===== config.mk =====
export PLATFORM = sky130hd
export DESIGN_NAME = serial_word_deserializer
export DESIGN_NICKNAME = d
export VERILOG_FILES = /design/src/rtl/deser_pkg.sv /design/src/rtl/strobe_edge_detect.sv /design/src/rtl/serial_word_deserializer.sv
export SDC_FILE = /design/constraint.sdc
export NUM_CORES = 1
export LEC_CHECK = 0
export ABC_AREA = 1
export CORE_MARGIN = 3
export CORE_UTILIZATION = 48
export DETAILED_ROUTE_END_ITERATION = 7
export PLACE_DENSITY_LB_ADDON = 0.05
export SETUP_SLACK_MARGIN = 0.02
export SLEW_MARGIN = 30
export SYNTH_ARGS = -nofsm -noshare
export SYNTH_HDL_FRONTEND = slang
export SYNTH_SLANG_ARGS = --single-unit

===== constraint.sdc =====
create_clock -name clk -period 1.4 [get_ports clk]
set_clock_uncertainty 0.05 [all_clocks]
set_input_delay 0.42 -clock clk [delete_from_list [all_inputs] [get_ports clk]]
set_output_delay 0.42 -clock clk [all_outputs]
set_load 0.01 [all_outputs]

===== src/rtl/deser_pkg.sv =====
// ============================================================================
// Module : deser_pkg
// Brief  : Shared types and defaults for the serial word deserializer.
// Rev    : 1.0  initial release
// ============================================================================
`default_nettype none

package deser_pkg;

  typedef enum logic [0:0] {
    IDLE = 1'b0,
    RECV = 1'b1
  } state_t;

  localparam int DESER_DEFAULT_WIDTH = 12;

endpackage : deser_pkg

`default_nettype wire


===== src/rtl/strobe_edge_detect.sv =====
// ============================================================================
// Module : strobe_edge_detect
// Brief  : Optional 2-flop synchronizer (STROBE_SYNC_EN) + rising-edge detect.
// Rev    : 1.0  initial release
// ============================================================================
`default_nettype none

module strobe_edge_detect (
  input  logic clk,
  input  logic rst,
  input  logic d,
  output logic q_sync,
  output logic rise
);

`ifdef STROBE_SYNC_EN
  logic r_meta;
  logic r_sync;

  always_ff @(posedge clk) begin
    if (rst) begin
      r_meta <= 1'b0;
      r_sync <= 1'b0;
    end else begin
      r_meta <= d;
      r_sync <= r_meta;
    end
  end

  assign q_sync = r_sync;
`else
  assign q_sync = d;
`endif

  // History clears on reset, so a strobe held high through reset reads as a new edge.
  logic r_hist;

  always_ff @(posedge clk) begin
    if (rst) begin
      r_hist <= 1'b0;
    end else begin
      r_hist <= q_sync;
    end
  end

  assign rise = q_sync & ~r_hist;

endmodule : strobe_edge_detect

`default_nettype wire


===== src/rtl/serial_word_deserializer.sv =====
// ============================================================================
// Module : serial_word_deserializer
// Brief  : Rebuilds WIDTH-bit MSB-first words from strobed serial input and
//          presents them over valid/ready. Input sync enabled by STROBE_SYNC_EN.
// Rev    : 1.0  initial release
// ============================================================================
`default_nettype none

module serial_word_deserializer
  import deser_pkg::*;
#(
  parameter int WIDTH = DESER_DEFAULT_WIDTH
) (
  input  logic             clk,
  input  logic             rst,
  input  logic             load_data,
  input  logic             shift,
  input  logic             serial_data_in,
  output logic [WIDTH-1:0] word_out,
  output logic             word_valid,
  input  logic             word_ready,
  output logic             overrun,
  output logic             frame_err
);

  localparam int               CNT_W      = $clog2(WIDTH + 1);
  localparam logic [CNT_W-1:0] c_last_bit = CNT_W'(WIDTH - 1);

  logic w_ld_rise;
  logic w_sh_rise;
  logic w_sd;
  logic w_ld_sync_unused;
  logic w_sh_sync_unused;
  logic w_sd_rise_unused;

  strobe_edge_detect u_ld_edge (
    .clk    (clk),
    .rst    (rst),
    .d      (load_data),
    .q_sync (w_ld_sync_unused),
    .rise   (w_ld_rise)
  );

  strobe_edge_detect u_sh_edge (
    .clk    (clk),
    .rst    (rst),
    .d      (shift),
    .q_sync (w_sh_sync_unused),
    .rise   (w_sh_rise)
  );

  strobe_edge_detect u_sd_sync (
    .clk    (clk),
    .rst    (rst),
    .d      (serial_data_in),
    .q_sync (w_sd),
    .rise   (w_sd_rise_unused)
  );

  state_t           r_state;
  state_t           w_state_nxt;
  logic [CNT_W-1:0] r_cnt;
  logic [CNT_W-1:0] w_cnt_nxt;
  logic [WIDTH-1:0] r_sreg;
  logic [WIDTH-1:0] w_sreg_nxt;
  logic [WIDTH-1:0] r_word;
  logic             r_valid;
  logic             r_overrun;
  logic             r_ferr;
  logic             w_ferr_nxt;
  logic             w_done;
  logic             w_read;
  logic             w_out_free;

  always_ff @(posedge clk) begin
    if (rst) begin
      r_state <= IDLE;
      r_cnt   <= '0;
      r_sreg  <= '0;
      r_ferr  <= 1'b0;
    end else begin
      r_state <= w_state_nxt;
      r_cnt   <= w_cnt_nxt;
      r_sreg  <= w_sreg_nxt;
      r_ferr  <= w_ferr_nxt;
    end
  end

  // Load takes priority over a coincident shift edge; that bit is not sampled.
  always_comb begin
    w_state_nxt = r_state;
    w_cnt_nxt   = r_cnt;
    w_sreg_nxt  = r_sreg;
    w_ferr_nxt  = 1'b0;
    w_done      = 1'b0;
    case (r_state)
      IDLE: begin
        if (w_ld_rise) begin
          w_state_nxt = RECV;
          w_cnt_nxt   = '0;
          w_sreg_nxt  = '0;
        end
      end
      RECV: begin
        if (w_ld_rise) begin
          w_ferr_nxt = (r_cnt != '0);
          w_cnt_nxt  = '0;
          w_sreg_nxt = '0;
        end else if (w_sh_rise) begin
          w_sreg_nxt = {r_sreg[WIDTH-2:0], w_sd};
          w_cnt_nxt  = r_cnt + 1'b1;
          if (r_cnt == c_last_bit) begin
            w_done      = 1'b1;
            w_state_nxt = IDLE;
          end
        end
      end
      default: begin
        w_state_nxt = IDLE;
      end
    endcase
  end

  assign w_read     = r_valid & word_ready;
  assign w_out_free = ~r_valid | word_ready;

  always_ff @(posedge clk) begin
    if (rst) begin
      r_word    <= '0;
      r_valid   <= 1'b0;
      r_overrun <= 1'b0;
    end else begin
      if (w_done && w_out_free) begin
        r_word  <= w_sreg_nxt;
        r_valid <= 1'b1;
      end else begin
        if (w_done) begin
          r_overrun <= 1'b1;
        end
        if (w_read) begin
          r_valid <= 1'b0;
        end
      end
    end
  end

  assign word_out   = r_word;
  assign word_valid = r_valid;
  assign overrun    = r_overrun;
  assign frame_err  = r_ferr;

endmodule : serial_word_deserializer

`default_nettype wire

==> impl_table.tex, run 1 <==
\begin{tabular}{lr}
\hline
Metric & Value \\
\hline
\multicolumn{2}{l}{\textbf{Outcome}} \\
\quad Status & complete, no violations \\
\multicolumn{2}{l}{\textbf{Floorplanning}} \\
\quad Chip width & 61.5 µm \\
\quad Num ports & 21 \\
\quad Number of rows created at floorplan & 19 \\
\quad Starting utilization of the core area & 51.9\% \\
\quad Area of the placeable core & 0.00285 mm² \\
\quad Die Outline Area & 0.00379 mm² \\
\quad Die Y & 61.5 µm \\
\multicolumn{2}{l}{\textbf{Worst setup path}} \\
\quad Endpoint required time on the critical path & about 1.6 ns \\
\quad Worst-path fanout max & 7 \\
\quad Critical Path End Type & flop \\
\quad Critical Path Source Type & flop \\
\quad Crit path DAT & 1.54 ns \\
\quad Worst reg2reg setup slack & around 0.056 ns \\
\quad R2R Path End & word\_out[4]\$\_SDFFE\_PP0P\_ \\
\quad Reg2reg start & r\_cnt[0]\$\_SDFFE\_PP0P\_ \\
\quad Cell count of the worst reg-to-reg path & 7 \\
\quad Setup CP Type & reg -> reg \\
\multicolumn{2}{l}{\textbf{Clock tree}} \\
\quad Clock Sink Count & 34 \\
\quad Max H-tree Level & 2 \\
\quad Clock input transition at the sequential cells of the worst setup and hold paths & 0.11 ns \\
\quad Clock buffers created by TritonCTS & 5 \\
\quad Clock network latency to the later pin of the worst-skew pair & 0.34 ns \\
\quad CTS tree & done \\
\quad CTS root buf & sky130\_fd\_sc\_hd\_\_clkbuf\_4 \\
\quad Deepest clock path buffer count & 2 \\
\multicolumn{2}{l}{\textbf{Yosys}} \\
\quad Leading cell types by total area after synthesis & sky130\_fd\_sc\_hd\_\_dfxtp\_1 (46\%), sky130\_fd\_sc\_hd\_\_nand2\_1 (17\%), sky130\_fd\_sc\_hd\_\_nor2\_1 (8.1\%) \\
\quad Ys Warns & 0 \\
\quad Mean Syn Cell Area & 7.22 µm² \\
\quad Share of Yosys cell area claimed by the top area cell type & 46.0\% \\
\quad Number of unique standard cell types used by synthesis & 23 \\
\quad Sequential share of the synthesized area & 46.0\% \\
\quad Nets in the synthesized netlist & 213 \\
\quad Cell area after technology mapping & 0.00148 mm² \\
\quad Register bit count reported by yosys & 34 \\
\quad Post-Synthesis Cells & between 200 and 250 \\
\quad Area leader, netlist & sky130\_fd\_sc\_hd\_\_dfxtp\_1 \\
\multicolumn{2}{l}{\textbf{Timing}} \\
\quad Setup repair after global routing missed its margin & yes \\
\quad Final worst hold slack & 0.412 ns \\
\quad Final setup violation count & 0 \\
\quad Worst slew margin & around 87\% \\
\quad Slew Limit Fails & 0 \\
\quad Portion of the clock cycle consumed by the worst path in the final layout & 96.0\% \\
\quad Achievable clock frequency & approximately 740 MHz \\
\quad Post-Route Setup TNS & 0 ns \\
\quad Min Clock Period, post-route & 1.34 ns \\
\quad Transition time at the pin with the least slew margin & 0.198 ns \\
\quad Number of hold-slack violations in the final timing report & 0 \\
\multicolumn{2}{l}{\textbf{Routing}} \\
\quad Routed wirelength normalized by instance count & 12.7 µm \\
\quad Number of nets still failing antenna checks after routing & 0 \\
\quad Initial DRC Count & 80 \\
\quad Via count & about 1400 \\
\quad Count of TritonRoute iterations in the first routing pass & 6 \\
\quad Wire length after detailed routing & 3620 µm \\
\quad DRC errors left & 0 \\
\quad Vias per cell & 4.95 \\
\multicolumn{2}{l}{\textbf{Min path}} \\
\quad Min-Delay Path Depth & 4 \\
\quad Kind of path behind the tightest hold check & in -> reg \\
\quad Start point of the worst min-delay path & shift \\
\quad Worst Hold End & u\_sh\_edge.r\_hist\$\_SDFF\_PP0\_ \\
\multicolumn{2}{l}{\textbf{GRT}} \\
\quad Vias in the first global route & approximately 1200 \\
\quad First-pass GRT wire length & 5470 µm \\
\quad Met3 GRT Util & under 10\% \\
\quad Pin count of the biggest net entering global routing & 15 \\
\quad Gr usage total & 20.2\% \\
\quad Met1 track utilization from global routing & 25.1\% \\
\quad Met2 Resource Use GR & 32.6\% \\
\quad Overflow after GRT & 0 \\
\quad Antenna violations before repair & 0 \\
\quad Highest-utilization routing layer at the global route stage & met2 \\
\multicolumn{2}{l}{\textbf{Run}} \\
\quad Number of max-cap violations & 0 \\
\multicolumn{2}{l}{\textbf{Power}} \\
\quad Total power & 1.70 mW \\
\quad Peak VDD IR & 0.692 mV \\
\quad PwrDens & 854 mW/mm² \\
\quad Leakage power & 0.982 nW \\
\multicolumn{2}{l}{\textbf{Cells and area}} \\
\quad Most used cells in the layout excluding fill and tap cells & sky130\_fd\_sc\_hd\_\_nand2\_1 (62), sky130\_fd\_sc\_hd\_\_nor2\_1 (28), sky130\_fd\_sc\_hd\_\_buf\_4 (23) \\
\quad Filler cell count in the final layout & roughly 250 \\
\quad Diodes inserted & 0 \\
\quad Most common cell after layout, fill and taps aside & sky130\_fd\_sc\_hd\_\_nand2\_1 \\
\quad Area added between synthesis and finish & 34.6\% \\
\quad Fraction of layout cells with a size suffix above 1 & between 30\% and 40\% \\
\quad Total non-filler cell area in the finished layout & 0.00199 mm² \\
\quad Final net count & 260 \\
\multicolumn{2}{l}{\textbf{Placed design}} \\
\quad Count of port buffers added during placement & 20 \\
\quad Area of placed instances & 0.00182 mm² \\
\quad Half-perimeter wire length of the detailed placement result & 2250 µm \\
\quad Routability congestion estimate from global placement & roughly 0.84 \\
\hline
\end{tabular}
-- sequential cells by signal (all words and copies together) (netlist names) --
| name | flops |
|---|---|
| r_cnt | 4 |
| overrun | 1 |
| u_ld_edge.r_hist | 1 |
| u_sh_edge.r_hist | 1 |
| word_out | 12 |
| frame_err | 1 |
| r_sreg | 12 |
| r_state | 1 |
| word_valid | 1 |
-- where the power goes --
part	switching [mW]	internal (mW)
sequential	0.00662	0.973
clock	0.345	0.241
combinational	0.0809	0.0530
-- how the worst max path moves through the flow --
stage,start,end,slack (ns),cells after the start
6_report,r_cnt[0]$_SDFFE_PP0P_,word_out[4]$_SDFFE_PP0P_,0.06,7
3_3_place_gp,shift,word_out[10]$_SDFFE_PP0P_,-0.52,6
4_1_cts,word_out[7]$_SDFFE_PP0P_,word_out[7],0.02,1
3_5_place_dp,shift,word_out[10]$_SDFFE_PP0P_,-0.55,6
2_1_floorplan,r_cnt[0]$_SDFFE_PP0P_,word_out[10]$_SDFFE_PP0P_,0.03,7
5_1_grt,r_cnt[0]$_SDFFE_PP0P_,word_out[0]$_SDFFE_PP0P_,-0.01,8
-- repair_timing --
item | in CTS | in global routing
endpoints found under the setup margin | 43 | 24
setup buffers | 4 | 2
hold buffers | 0 | 0
gates resized for setup | 68 | 32
gates cloned | 0 | 1
pin swaps | 1 | 3
-- cell type report --
cell class | count | area (µm²) | area share, %
Multi-Input combinational cell | 142 | 744 | 37.4
Sequential cell | 34 | 701 | 35.2
Timing Repair Buffer | 46 | 350 | 17.6
Inverter | 23 | 93.8 | 4.71
Clock buffer | 6 | 51.3 | 2.58
Tap cell | 31 | 38.8 | 1.95
Clock inverter | 2 | 12.5 | 0.628
-- per-stage QoR --
stage	setup slack [ns]	utilization [%]	instances
floorplan	0.0306	-	205
global placement	-0.518	63.8	269
detailed placement	-0.555	63.8	269
CTS	0.0214	68.4	281
global route	-0.0124	69.8	284
finish	0.0558	69.8	284
-- Yosys cell counts --
| cell | instances |
|---|---|
| sky130_fd_sc_hd__inv_1 | 15 |
| sky130_fd_sc_hd__nand4_1 | 5 |
| sky130_fd_sc_hd__nand2_4 | 1 |
| sky130_fd_sc_hd__inv_2 | 7 |
| sky130_fd_sc_hd__nand2_1 | 66 |
| sky130_fd_sc_hd__clkinv_2 | 1 |
| sky130_fd_sc_hd__nand4_4 | 1 |
| sky130_fd_sc_hd__dfxtp_1 | 34 |
| sky130_fd_sc_hd__buf_2 | 1 |
| sky130_fd_sc_hd__a21oi_1 | 14 |
| sky130_fd_sc_hd__xor2_1 | 1 |
| sky130_fd_sc_hd__nand3_2 | 3 |
| sky130_fd_sc_hd__nor2_2 | 2 |
| sky130_fd_sc_hd__nand3_1 | 6 |
| sky130_fd_sc_hd__nand2_2 | 3 |
| sky130_fd_sc_hd__nor2_4 | 2 |
| sky130_fd_sc_hd__nor2_1 | 32 |
| sky130_fd_sc_hd__buf_6 | 2 |
| sky130_fd_sc_hd__ha_1 | 2 |
| sky130_fd_sc_hd__clkbuf_1 | 2 |
| sky130_fd_sc_hd__nor3_1 | 3 |
| sky130_fd_sc_hd__o21ai_0 | 1 |
| sky130_fd_sc_hd__buf_4 | 1 |
-- worst max-delay path: stages (launching register included) --
cell	delay (ns)
sky130_fd_sc_hd__dfxtp_2	0.37
sky130_fd_sc_hd__ha_4	0.16
sky130_fd_sc_hd__nand3_4	0.08
sky130_fd_sc_hd__buf_4	0.16
sky130_fd_sc_hd__nor2_4	0.20
sky130_fd_sc_hd__nand3_1	0.11
sky130_fd_sc_hd__nand2_1	0.07
sky130_fd_sc_hd__nor2_1	0.04
-- routing by layer --
metal  share of wire, %  up-vias
met2                 48       35
li1                   -      729
met1                 45      634
met4                1.6        0
met5                  0        -
met3                4.8        7
-- kinds of logic (layout without fill, tap and decap cells) --
kind of cell | Yosys count | after routing | synth area share [%]
AOI/OAI and AO/OA | 15 | 15 | 5.07
DFF | 34 | 34 | 46.0
xor gates and xnor gates | 1 | 1 | 0.592
and+or+nand+nor | 124 | 124 | 37.9
buffers and inverters | 29 | 77 | 8.79
adders and majority gates | 2 | 2 | 1.69
No activity file was read; power rests on OpenSTA's default activity.
==> run 2: changes to the inputs <==
Settings changed: CORE_UTILIZATION 48 to 40, MAX_ROUTING_LAYER set to met4, SETUP_SLACK_MARGIN 0.02 to 0.5.
==> run 2 against run 1 <==
The run now ends with negative setup slack left. Routed wire length up 41%. Critical path depth up 3. Power up 37%. Register-to-register slack worse by 0.12 ns. Utilization up 12 points. Worst hold slack better by 0.028 ns. First-iteration DRC count down 2.5%. Fmax down 8.2%. Critical path type is now in -> reg. Sequential share of layout area down 9.8 points. Clock power up 91%.
==> impl_table.tex, run 2 (same netlist as run 1, synthesis figures left out) <==
\begin{tabular}{lr}
\hline
Metric & Value \\
\hline
\multicolumn{2}{l}{\textbf{Clock tree}} \\
\quad CTS root buf & sky130\_fd\_sc\_hd\_\_clkbuf\_8 \\
\quad Clock Sink Count & 34 \\
\quad Clock buffers created by TritonCTS & 5 \\
\quad \# hold bufs at CTS & 0 \\
\quad Clock network latency to the later pin of the worst-skew pair & 0.31 ns \\
\quad Clock input transition at the sequential cells of the worst setup and hold paths & 0.07 ns \\
\quad CTS tree & done \\
\quad Max H-tree Level & 2 \\
\quad Deepest clock path buffer count & 2 \\
\multicolumn{2}{l}{\textbf{Routing}} \\
\quad Count of TritonRoute iterations in the first routing pass & 5 \\
\quad Via count & $\sim$1600 \\
\quad Top layer reached by signal wires & met4 \\
\quad Number of nets still failing antenna checks after routing & 0 \\
\quad Wire length after detailed routing & 5090 µm \\
\quad Initial DRC Count & 78 \\
\quad Routed wirelength normalized by instance count & 16.4 µm \\
\quad DRC errors left & 0 \\
\quad Met2 wire length & between 2000 and 3000 µm \\
\quad Detailed-route wire length on metal 1 & roughly 2000 µm \\
\quad Routed length on met3 & $\sim$250 µm \\
\quad Vias per cell & 5.03 \\
\multicolumn{2}{l}{\textbf{Floorplanning}} \\
\quad Die Outline Area & 0.00447 mm² \\
\quad Chip width & 66.8 µm \\
\quad Number of rows created at floorplan & 21 \\
\quad Die Y & 66.8 µm \\
\quad Area of the placeable core & 0.00344 mm² \\
\quad Starting utilization of the core area & about 43\% \\
\quad Num ports & 21 \\
\multicolumn{2}{l}{\textbf{GRT}} \\
\quad Pin count of the biggest net entering global routing & 16 \\
\quad Vias in the first global route & 1593 \\
\quad Antenna violations before repair & 0 \\
\quad First-pass GRT wire length & between 7000 and 8000 µm \\
\quad Gr usage total & 22.9\% \\
\quad Overflow after GRT & 0 \\
\multicolumn{2}{l}{\textbf{Cells and area}} \\
\quad Fraction of the core area covered by cells at the end of the flow & between 80 and 90\% \\
\quad Most used cells in the layout excluding fill and tap cells & sky130\_fd\_sc\_hd\_\_buf\_6 (29), sky130\_fd\_sc\_hd\_\_nand2\_4 (24), sky130\_fd\_sc\_hd\_\_nand2\_2 (23) \\
\quad Filler cell count in the final layout & 195 \\
\quad Area occupied by registers & 712 µm² \\
\quad Multi-input combinational cell area & 0.00111 mm² \\
\quad Most common cell after layout, fill and taps aside & sky130\_fd\_sc\_hd\_\_buf\_6 \\
\quad Total non-filler cell area in the finished layout & 0.00280 mm² \\
\quad Area added between synthesis and finish & 89.4\% \\
\quad Diodes inserted & 0 \\
\quad Fraction of layout cells with a size suffix above 1 & 67.5\% \\
\quad Final net count & approximately 270 \\
\multicolumn{2}{l}{\textbf{Timing}} \\
\quad Portion of the clock cycle consumed by the worst path in the final layout & 105\% \\
\quad Worst slew margin & 77.6\% \\
\quad Number of hold-slack violations in the final timing report & 0 \\
\quad Post-Route Setup TNS & -0.126 ns \\
\quad Setup repair after global routing missed its margin & yes \\
\quad Final worst hold slack & 0.439 ns \\
\quad Worst setup margin & -0.0637 ns \\
\quad Slew Limit Fails & 0 \\
\quad Min Clock Period, post-route & approximately 1.5 ns \\
\quad Transition time at the pin with the least slew margin & roughly 0.33 ns \\
\quad Final setup violation count & 6 \\
\quad Achievable clock frequency & 683 MHz \\
\multicolumn{2}{l}{\textbf{Run}} \\
\quad Number of max-cap violations & 0 \\
\multicolumn{2}{l}{\textbf{Outcome}} \\
\quad Status & complete, but fails checks \\
\quad Violations in the final reports & negative setup slack \\
\multicolumn{2}{l}{\textbf{Power}} \\
\quad Leakage power & 1.34 nW \\
\quad Total power & 2.32 mW \\
\quad Peak VDD IR & 0.741 mV \\
\quad PwrDens & 829 mW/mm² \\
\multicolumn{2}{l}{\textbf{Min path}} \\
\quad Kind of path behind the tightest hold check & reg -> reg \\
\multicolumn{2}{l}{\textbf{Placed design}} \\
\quad Half-perimeter wire length of the detailed placement result & 2400 µm \\
\quad Area of placed instances & 0.00189 mm² \\
\quad Count of port buffers added during placement & 20 \\
\quad Routability congestion estimate from global placement & 0.817 \\
\multicolumn{2}{l}{\textbf{Worst setup path}} \\
\quad Endpoint required time on the critical path & 1.58 ns \\
\quad Critical Path End Type & flop \\
\quad Critical Path Source Type & input port \\
\quad Setup CP Type & in -> reg \\
\quad Crit path DAT & 1.64 ns \\
\quad Worst-path fanout max & 4 \\
\hline
\end{tabular}
run 2: cell count changes in the layout (fill, tap and decap cells not counted), moves of 5 or more:
cell | previous run | this run
sky130_fd_sc_hd__nand2_1 | 62 | 21
sky130_fd_sc_hd__buf_6 | 1 | 29
sky130_fd_sc_hd__nand2_4 | 3 | 24
sky130_fd_sc_hd__nand2_2 | 5 | 23
sky130_fd_sc_hd__a21oi_1 | 14 | 2
sky130_fd_sc_hd__buf_2 | 14 | 2
sky130_fd_sc_hd__a21oi_2 | 0 | 11
sky130_fd_sc_hd__buf_4 | 23 | 14
sky130_fd_sc_hd__nor2_1 | 28 | 20
sky130_fd_sc_hd__nor2_4 | 2 | 10
sky130_fd_sc_hd__clkbuf_4 | 5 | 0
run 2: critical path: stages:
cell,delay (ns)
sky130_fd_sc_hd__dlygate4sd2_1,0.26
sky130_fd_sc_hd__inv_2,0.08
sky130_fd_sc_hd__nor2_4,0.05
sky130_fd_sc_hd__nor2_4,0.15
sky130_fd_sc_hd__nand4_4,0.15
sky130_fd_sc_hd__buf_12,0.17
sky130_fd_sc_hd__buf_16,0.13
sky130_fd_sc_hd__nand2_4,0.05
sky130_fd_sc_hd__nand2_2,0.05
sky130_fd_sc_hd__nor2_1,0.12
run 2: final timing paths:
kind,slack (ns),to,startpoint,depth (start not counted)
worst max-delay path,-0.06,word_out[5]$_SDFFE_PP0P_,load_data,10
worst min-delay path,0.44,overrun$_SDFFE_PP0P_,overrun$_SDFFE_PP0P_,2
worst max register to register,-0.06,word_out[5]$_SDFFE_PP0P_,r_cnt[0]$_SDFFE_PP0P_,9
worst min register to register,0.44,overrun$_SDFFE_PP0P_,overrun$_SDFFE_PP0P_,2
run 2: per-layer routing:
metal / vias to the layer above / global-route usage (%)
met4: 0 / 10.9
met5: - / -
met1: 742 / 23.7
met3: 22 / 6.07
li1: 751 / -
met2: 50 / 40.0
run 2: repair_timing:
action                                  in CTS  in global routing
endpoints found under the setup margin      49                 47
buffers inserted                            15                  3
cloned                                       3                  0
pin swaps                                   24                 30
gates resized for setup                    172                 65
run 2: where the power goes:
| part | switching [mW] | total, mW | internal [mW] |
|---|---|---|---|
| combinational | 0.130 | 0.220 | 0.0903 |
| clock | 0.407 | 1.12 | 0.714 |
| sequential | 0.0115 | 0.982 | 0.971 |
run 2: per-stage QoR:
step	instances	worst slack, ns
2_1_floorplan	205	0.131
3_3_place_gp	282	-0.470
3_5_place_dp	282	-0.504
4_1_cts	308	0.0331
5_1_grt	311	-0.135
6_report	311	-0.0637
run 2: final cells by class:
class	count	area share (%)
repair buffers	58	24.0
flip-flops and latches	34	25.4
multi-input cells	142	39.4
inverters	23	4.24
clock inverters	3	2.45
well taps	46	2.05
clock buffers	5	2.45
